<file path="src/rtl/aoi4_stim_seq.sv">
// ---------------------------------------------------------------------------
// aoi4_stim_seq
//
// Stimulus sequencer for the 4-input AND-OR-INVERT cell. It walks all 16
// input combinations onto a/b/c/d in binary or Gray order. Each vector is
// held for HOLD_CYCLES clocks, and sample pulses in the last cycle of each
// hold window.
//
// Optional checker, built in with `define AOI4_STIM_CHECK_EN:
//   - In each sample cycle, y_in is compared against ~((a&b)|(c&d)).
//   - Mismatches are counted in err_cnt.
//   - pass reports err_cnt==0 when the sweep completes.
// Without the macro, y_in is ignored, err_cnt stays 0 and pass reads 1
// after every completed sweep.
//
// Parameters:
//   HOLD_CYCLES  cycles each vector is held (1..2^CNT_W)
//   CNT_W        hold counter width
//
// Ports:
//   clk       rising-edge clock
//   rst_n     synchronous active-low reset
//   start     sweep request, only honoured in IDLE
//   mode      0 = binary order, 1 = Gray order (latched at start)
//   y_in      AOI output under test (checker only)
//   a,b,c,d   stimulus, a is the MSB of the vector
//   vec_idx   index of the vector being driven
//   sample    last cycle of the current hold window
//   busy      sweep in progress
//   done      one-cycle end-of-sweep pulse
//   err_cnt   mismatch count of the current/last sweep
//   pass      verdict of the last completed sweep
//
// state | meaning
// ------+---------------------------------------------------------------
// IDLE  | stimulus parked at 0000, waiting for start
// RUN   | driving vectors 0..15, each for HOLD_CYCLES clocks
// DONE  | single-cycle end pulse, verdict captured, back to IDLE
// ---------------------------------------------------------------------------
module aoi4_stim_seq #(
    parameter int HOLD_CYCLES = 100,
    parameter int CNT_W       = 8
) (
    input  logic       clk,
    input  logic       rst_n,
    input  logic       start,
    input  logic       mode,
    input  logic       y_in,
    output logic       a,
    output logic       b,
    output logic       c,
    output logic       d,
    output logic [3:0] vec_idx,
    output logic       sample,
    output logic       busy,
    output logic       done,
    output logic [4:0] err_cnt,
    output logic       pass
);

    typedef enum logic [1:0] {
        S_IDLE = 2'd0,
        S_RUN  = 2'd1,
        S_DONE = 2'd2
    } state_t;

    localparam logic [CNT_W-1:0] CNT_LAST = CNT_W'(HOLD_CYCLES - 1);
    // With a one-cycle hold, every cycle of the sweep is a sample cycle.
    localparam logic             HOLD_ONE = (HOLD_CYCLES == 1);

    state_t           state_q;
    logic             mode_q;
    logic [3:0]       vec_q;
    logic [CNT_W-1:0] cnt_q;
    logic [3:0]       abcd_q;
    logic             sample_q;
    logic             busy_q;
    logic             done_q;
    logic [4:0]       err_q;
    logic             pass_q;

    logic [3:0]       vec_nxt;
    logic [3:0]       abcd_nxt;
    logic [CNT_W-1:0] cnt_inc;
    logic [4:0]       err_d;

    always_comb begin
        vec_nxt  = vec_q + 4'd1;
        abcd_nxt = mode_q ? (vec_nxt ^ {1'b0, vec_nxt[3:1]}) : vec_nxt;
        cnt_inc  = cnt_q + CNT_W'(1);
    end

`ifdef AOI4_STIM_CHECK_EN
    logic aoi_exp;
    always_comb begin
        aoi_exp = ~((abcd_q[3] & abcd_q[2]) | (abcd_q[1] & abcd_q[0]));
        // At most 16 sample cycles per sweep, so 5 bits cannot wrap.
        err_d   = err_q + 5'(y_in != aoi_exp);
    end
`else
    logic unused_y_in;
    assign unused_y_in = y_in;
    assign err_d       = 5'd0;
`endif

    always_ff @(posedge clk) begin
        if (!rst_n) begin
            state_q  <= S_IDLE;
            mode_q   <= 1'b0;
            vec_q    <= 4'd0;
            cnt_q    <= '0;
            abcd_q   <= 4'd0;
            sample_q <= 1'b0;
            busy_q   <= 1'b0;
            done_q   <= 1'b0;
            err_q    <= 5'd0;
            pass_q   <= 1'b0;
        end else begin
            case (state_q)
                S_IDLE: begin
                    abcd_q   <= 4'd0;
                    sample_q <= 1'b0;
                    busy_q   <= 1'b0;
                    done_q   <= 1'b0;
                    if (start) begin
                        state_q  <= S_RUN;
                        mode_q   <= mode;
                        vec_q    <= 4'd0;
                        cnt_q    <= '0;
                        err_q    <= 5'd0;
                        pass_q   <= 1'b0;
                        busy_q   <= 1'b1;
                        sample_q <= HOLD_ONE;
                    end
                end
                S_RUN: begin
                    if (cnt_q == CNT_LAST) begin
                        err_q <= err_d;
                        cnt_q <= '0;
                        if (vec_q != 4'd15) begin
                            vec_q    <= vec_nxt;
                            abcd_q   <= abcd_nxt;
                            sample_q <= HOLD_ONE;
                        end else begin
                            state_q  <= S_DONE;
                            abcd_q   <= 4'd0;
                            sample_q <= 1'b0;
                            busy_q   <= 1'b0;
                            done_q   <= 1'b1;
                            // Include a mismatch on the final vector in the verdict.
                            pass_q   <= (err_d == 5'd0);
                        end
                    end else begin
                        cnt_q    <= cnt_inc;
                        sample_q <= (cnt_inc == CNT_LAST);
                    end
                end
                S_DONE: begin
                    state_q <= S_IDLE;
                    done_q  <= 1'b0;
                end
                default: begin
                    state_q  <= S_IDLE;
                    abcd_q   <= 4'd0;
                    sample_q <= 1'b0;
                    busy_q   <= 1'b0;
                    done_q   <= 1'b0;
                end
            endcase
        end
    end

    assign a       = abcd_q[3];
    assign b       = abcd_q[2];
    assign c       = abcd_q[1];
    assign d       = abcd_q[0];
    assign vec_idx = vec_q;
    assign sample  = sample_q;
    assign busy    = busy_q;
    assign done    = done_q;
    assign err_cnt = err_q;
    assign pass    = pass_q;

endmodule

</file>
<file path="config.mk">
export PLATFORM = sky130hd
export DESIGN_NAME = aoi4_stim_seq
export DESIGN_NICKNAME = d
export VERILOG_FILES = /design/src/rtl/aoi4_stim_seq.sv
export SDC_FILE = /design/constraint.sdc
export NUM_CORES = 1
export LEC_CHECK = 0
export ABC_AREA = 0
export BUFFER_PORTS_ARGS = -buffer_cell sky130_fd_sc_hd__buf_4
export CAP_MARGIN = 20
export CORE_MARGIN = 5
export CORE_UTILIZATION = 62
export CTS_BUF_LIST = sky130_fd_sc_hd__clkbuf_4 sky130_fd_sc_hd__clkbuf_8
export DETAILED_ROUTE_END_ITERATION = 8
export PLACE_DENSITY = 0.86
export SYNTH_ARGS = -nofsm -noshare
export SYNTH_HDL_FRONTEND = slang
export SYNTH_SLANG_ARGS = --single-unit
</file>
<file path="constraint.sdc">
create_clock -name clk -period 2.8 [get_ports clk]
set_clock_uncertainty 0.05 [all_clocks]
set_input_delay 0.28 -clock clk [delete_from_list [all_inputs] [get_ports clk]]
set_output_delay 0.28 -clock clk [all_outputs]
set_load 0.005 [all_outputs]
</file>
== Yosys cells after proc, flatten, opt, wreduce, memory -nomap -nowiden ==
Index checks and enable logic that the tools add are counted.
Widths: inputs -> output; s select.

* Bits of input ports: 5
* Register bits after elaboration: 28
* Output and inout bits: 17

* Equality and inequality tests: 9
* Muxes and demuxes: 28
* Reduce and logical (&&, ||, !) cells: 12
* Add/sub/neg operators: 2
* Bitwise logic cells: 3

{| class="wikitable"
|+ Operator list
! cell !! number
|-
| $mux 4 || 6
|-
| $eq 8x7->1 const B || 2
|-
| $mux 8 || 2
|-
| $pmux 4 s2 || 2
|-
| $pmux 8 s2 || 1
|-
| $mux 5 || 2
|-
| $pmux 5 s2 || 1
|-
| $reduce_and 2->1 || 5
|-
| $reduce_and 3->1 || 3
|-
| $add 8x1->8 const B || 1
|-
| $ne 2x2->1 const B || 4
|-
| $reduce_and 4->1 || 2
|-
| $mux 1 || 7
|-
| $mux 2 || 3
|-
| $add 4x1->4 const B || 1
|-
| $ne 4x4->1 const B || 1
|-
| $pmux 1 s2 || 2
|-
| $pmux 2 s2 || 1
|-
| $xor 4x3->4 || 1
|-
| $pmux 1 s3 || 1
|-
| $eq 2x1->1 const B || 1
|-
| $eq 2x2->1 const B || 1
|-
| $logic_not 2->1 || 1
|-
| $not 1->1 || 2
|-
| $reduce_bool 2->1 || 1
|}

== Depth between registers and ports, before layout ==
* Word-level depth: 6
* Mapped depth: 6
* Depth with buffers taken out: 5

== Worst setup path before layout ==
OpenSTA, ideal clock, no wires.

* Kind: reg2reg
* Start: register cnt_q[1]
* End: register busy_q (netlist: busy)
* Cell stages (with the launch flop): 7
* Period minus slack after synthesis: 1.691 ns
* Arrival: 1.509 ns
* Slack: 1.109 ns
* Buffers on the path: 1
* Library setup time: 0.132 ns
* Cells stage by stage: dfxtp_1 > ha_1 > nand4b_1 > o21a_1 > buf_6 > o31ai_1 > a21oi_1

* Cells in the longest elaborated chain, start to end: 3

{| class="wikitable"
|+ Ends and longest elaborated chain
! what !! line !! source
|-
| start: declaration || 74 || <nowiki>logic [CNT_W-1:0] cnt_q;</nowiki>
|-
| start signal: assignment || 154 || <nowiki>cnt_q <= cnt_inc;</nowiki>
|-
| $eq 8x7->1 || 137 || <nowiki>if (cnt_q == CNT_LAST) begin</nowiki>
|-
| $ne 2x2->1 (no line) || - ||
|-
| $reduce_and 3->1 (no line) || - ||
|-
| end signal: assignment || 132 || <nowiki>busy_q <= 1'b1;</nowiki>
|-
| end signal: assignment || 148 || <nowiki>busy_q <= 1'b0;</nowiki>
|-
| end signal: assignment || 166 || <nowiki>busy_q <= 1'b0;</nowiki>
|-
| end: declaration || 77 || <nowiki>logic busy_q;</nowiki>
|}

No other way between the ends.
A chain may end at the register's enable or synchronous reset.

== Worst setup path after layout ==
Ends and elaborated chain as after synthesis.

==> key figures <==
Outcome
  • Status: complete, no violations

Timing
  • RSZ-0062 raised after global routing: no
  • F_max: approximately 510 MHz
  • Total Neg Setup Slack: 0 ns
  • Tcrit/Tclk final: a little over two thirds
  • Setup-failing EPs final: 0
  • Slew Viols, Final: 0
  • Final hold violation count: 0
  • Crit path time final: around 2 ns

Clocking
  • CTS max path bufs: 2
  • Clk sinks: 23
  • Post_cts resized: 0
  • Clock Pin Slew Worst Setup and Hold Paths: approximately 0.12 ns
  • Hold buffer count at CTS: 0
  • H-tree depth: 1
  • CTS buffer count: 3
  • Setup Buffers After CTS: 0
  • Worst skew pair latency: roughly 0.31 ns
  • Clk root buf: clkbuf_4
  • CTS tree: yes

Final layout
  • Final nets: around 180
  • Layout area overhead: 9.13%
  • Filler cells: roughly 160
  • Final core utilization: 71.7%
  • Share of cells above drive strength 1: 14.2%
  • # diodes: 0

Synthesis
  • EDFF count, synth: 0
  • Post-Syn Area: 0.00129 mm^2
  • Syn Area/Cell: about 8.1 um^2
  • Main flop type after synthesis: dfxtp_1
  • Top-area cell type share of the netlist area: a little over a third
  • Netlist cell types: between 40 and 50
  • Main area contributors after synthesis: dfxtp_1 36%, a21oi_1 6.6%, nand2_1 3.8%, nor2_1 3.8%, nand3_1 3.1%
  • Fraction of registers with async set/reset: 0%
  • Post-synth top area cell: dfxtp_1
  • Syn Inst Count: 159
  • Seq/Total Area, Yosys: around 36%
  • Yosys reg bits: 23
  • Ys Warns: 0

Power and ir drop
  • Internal Power: approximately 0.43 mW
  • Leak Pwr: between 0.5 and 0.6 nW
  • Switching part of the total: 26.0%
  • Power density over the cells: 409 mW/mm^2
  • Sw power: 0.149 mW
  • Final total power: 0.575 mW
  • Seq pwr share: around three fifths
  • Clock Power Share: between 20% and 30%
  • Worst ir drop on vdd: about 0.00027 V
  • Combinational fraction of design power: a little under an eighth

Worst hold path
  • Worst hold stages: 3
  • Worst Hold End: mode_q$_SDFFE_PN0P_
  • HP Class: in2reg
  • HP Start: mode

Route
  • Post-DRT Antenna Nets: 0
  • # DRC: 0
  • Vias: between 1000 and 1500
  • Drt total wl: between 2 and 3 mm
  • Initial DRT Pass Iterations: 4
  • 1st-iter DRT viols: 36
  • WL per Instance: 14.6 um
  • Via-per-instance ratio: roughly 6.1

Flow run
  • Max capacitance violation total: 0

GRT
  • Global route overflow: 0
  • Largest net degree at the start of global routing: 19
  • Vias in the first global route: 1141
  • First-pass GRT wire length: around 4.8 mm
  • Initial antenna violation count: 0
  • Overall Global Routing Usage: between 10% and 20%

Floorplanning
  • Core Rows: 16
  • Width of the die: roughly 56 um
  • Core ar.: just under 0.002 mm^2
  • # IOs: 22
  • Die extent in y: between 50 and 60 um
  • DIE AREA: approximately 0.0031 mm^2
  • Starting Density: ~66%

Setup path
  • RR Endpoint: busy$_SDFFE_PN0P_
  • Reg2Reg Setup Slack: between 0.8 and 0.9 ns
  • Worst path required time: ~3.0 ns
  • Critical-path maximum fanout: 10
  • RR Startpoint: cnt_q[1]$_SDFFE_PN0P_
  • Crit end category: flip-flop
  • R2R depth: 5
  • Crit start category: flip-flop
  • Crit path DAT: around 2.1 ns
  • Setup CP Type: reg2reg

Place
  • Placer Congestion: ~0.9
  • Hpwl dp: 2.11 mm
  • IO buf count: 15
[registers in the layout, indices dropped and copies added, names as in the netlist]
name,flops
pass,1
vec_idx,4
done,1
sample,1
abcd_q,4
cnt_q,8
state_q,2
busy,1
mode_q,1
[worst max-delay path by stage]
| stage | slack (ns) | cells after the start | to | startpoint |
|---|---|---|---|---|
| after floorplan | 1.11 | 6 | busy$_SDFFE_PN0P_ | cnt_q[1]$_SDFFE_PN0P_ |
| after global placement | 0.94 | 5 | busy$_SDFFE_PN0P_ | cnt_q[1]$_SDFFE_PN0P_ |
| after detailed placement | 0.89 | 5 | vec_idx[0]$_SDFFE_PN0P_ | cnt_q[1]$_SDFFE_PN0P_ |
| after CTS | 0.86 | 5 | vec_idx[0]$_SDFFE_PN0P_ | cnt_q[1]$_SDFFE_PN0P_ |
| after global routing | 0.72 | 5 | vec_idx[2]$_SDFFE_PN0P_ | cnt_q[1]$_SDFFE_PN0P_ |
| final | 0.82 | 5 | busy$_SDFFE_PN0P_ | cnt_q[1]$_SDFFE_PN0P_ |
[critical path, stage by stage (launching register included)]
cell      delay, ns
dfxtp_1        0.46
ha_1           0.32
nand4b_1       0.29
o21a_1         0.38
o31ai_1        0.27
a21oi_1        0.10
[stage by stage]
step	worst slack, ns	instances	cell area (um^2)	hold WS [ns]
final	0.821	196	1410	0.161
after detailed placement	0.892	192	1380	0.422
after global routing	0.719	196	1410	0.194
after floorplan	1.11	163	1300	0.374
after CTS	0.865	196	1410	0.152
after global placement	0.937	192	1380	0.412
[per-layer routing]
metal	vias up	global-route usage, %	routed length [um]
met5	-	0	0
met4	0	6.94	54
met3	7	2.32	142
met2	34	34.3	1400
met1	556	21.2	1260
li1	600	-	-
[power by group through the flow]
stage | clock network, mW | registers [mW] | logic (mW)
after floorplan | 0 | 0.349 | 0.0560
after global placement | 0 | 0.352 | 0.0654
after detailed placement | 0 | 0.352 | 0.0667
after CTS | 0.169 | 0.345 | 0.0670
after global routing | 0.177 | 0.347 | 0.0751
final | 0.162 | 0.345 | 0.0678
[cells in the mapped netlist (2+ instances only)]
cell type  count
a311oi_1       3
clkbuf_1       6
and4b_1        2
or3_1          2
nand4_1        3
buf_2          2
nand2_1       13
nor2_1        13
o21a_1         3
dfxtp_1       23
nand2b_1       2
inv_1          3
a21oi_1       17
ha_1           3
nor2b_1        2
nand4b_1       2
nor3_1         4
nand3_1        8
o31ai_1        3
o21ai_0        8
xnor2_1        2
mux2i_1        3
o31a_1         2
buf_4          5
[cells by family (layout without fill, tap and decap cells)]
family          count (synthesis)  after routing  synth area share (%)
simple gates                   58             58                  23.4
flops                          23             23                  35.7
compound gates                 50             50                  25.6
buf+inv                        18             24                  7.48
xor+xnor                        2              2                  1.36
other cells                     1              5                 0.291
mux                             4              4                  3.20
fa+ha+maj                       3              3                  2.91
[final cells by class]
cell class,count,area [um^2],share of cell area [%]
well taps,27,33.8,2.40
multi-input cells,122,747,53.1
inverters,4,15.0,1.07
clock buffers,4,30.0,2.14
repair buffers,16,120,8.54
flip-flops and latches,23,460,32.7
[cells in the final DEF, fill, tap and decap left out, types with 4 or more instances in the layout]
cell,synthesis,final
a21oi_1,17,17
buf_4,5,16
clkbuf_4,0,4
conb_1,1,5
dfxtp_1,23,23
nand2_1,13,13
nand3_1,8,8
nor2_1,13,13
nor3_1,4,4
o21ai_0,8,8
(Power assumes the default switching activity.)
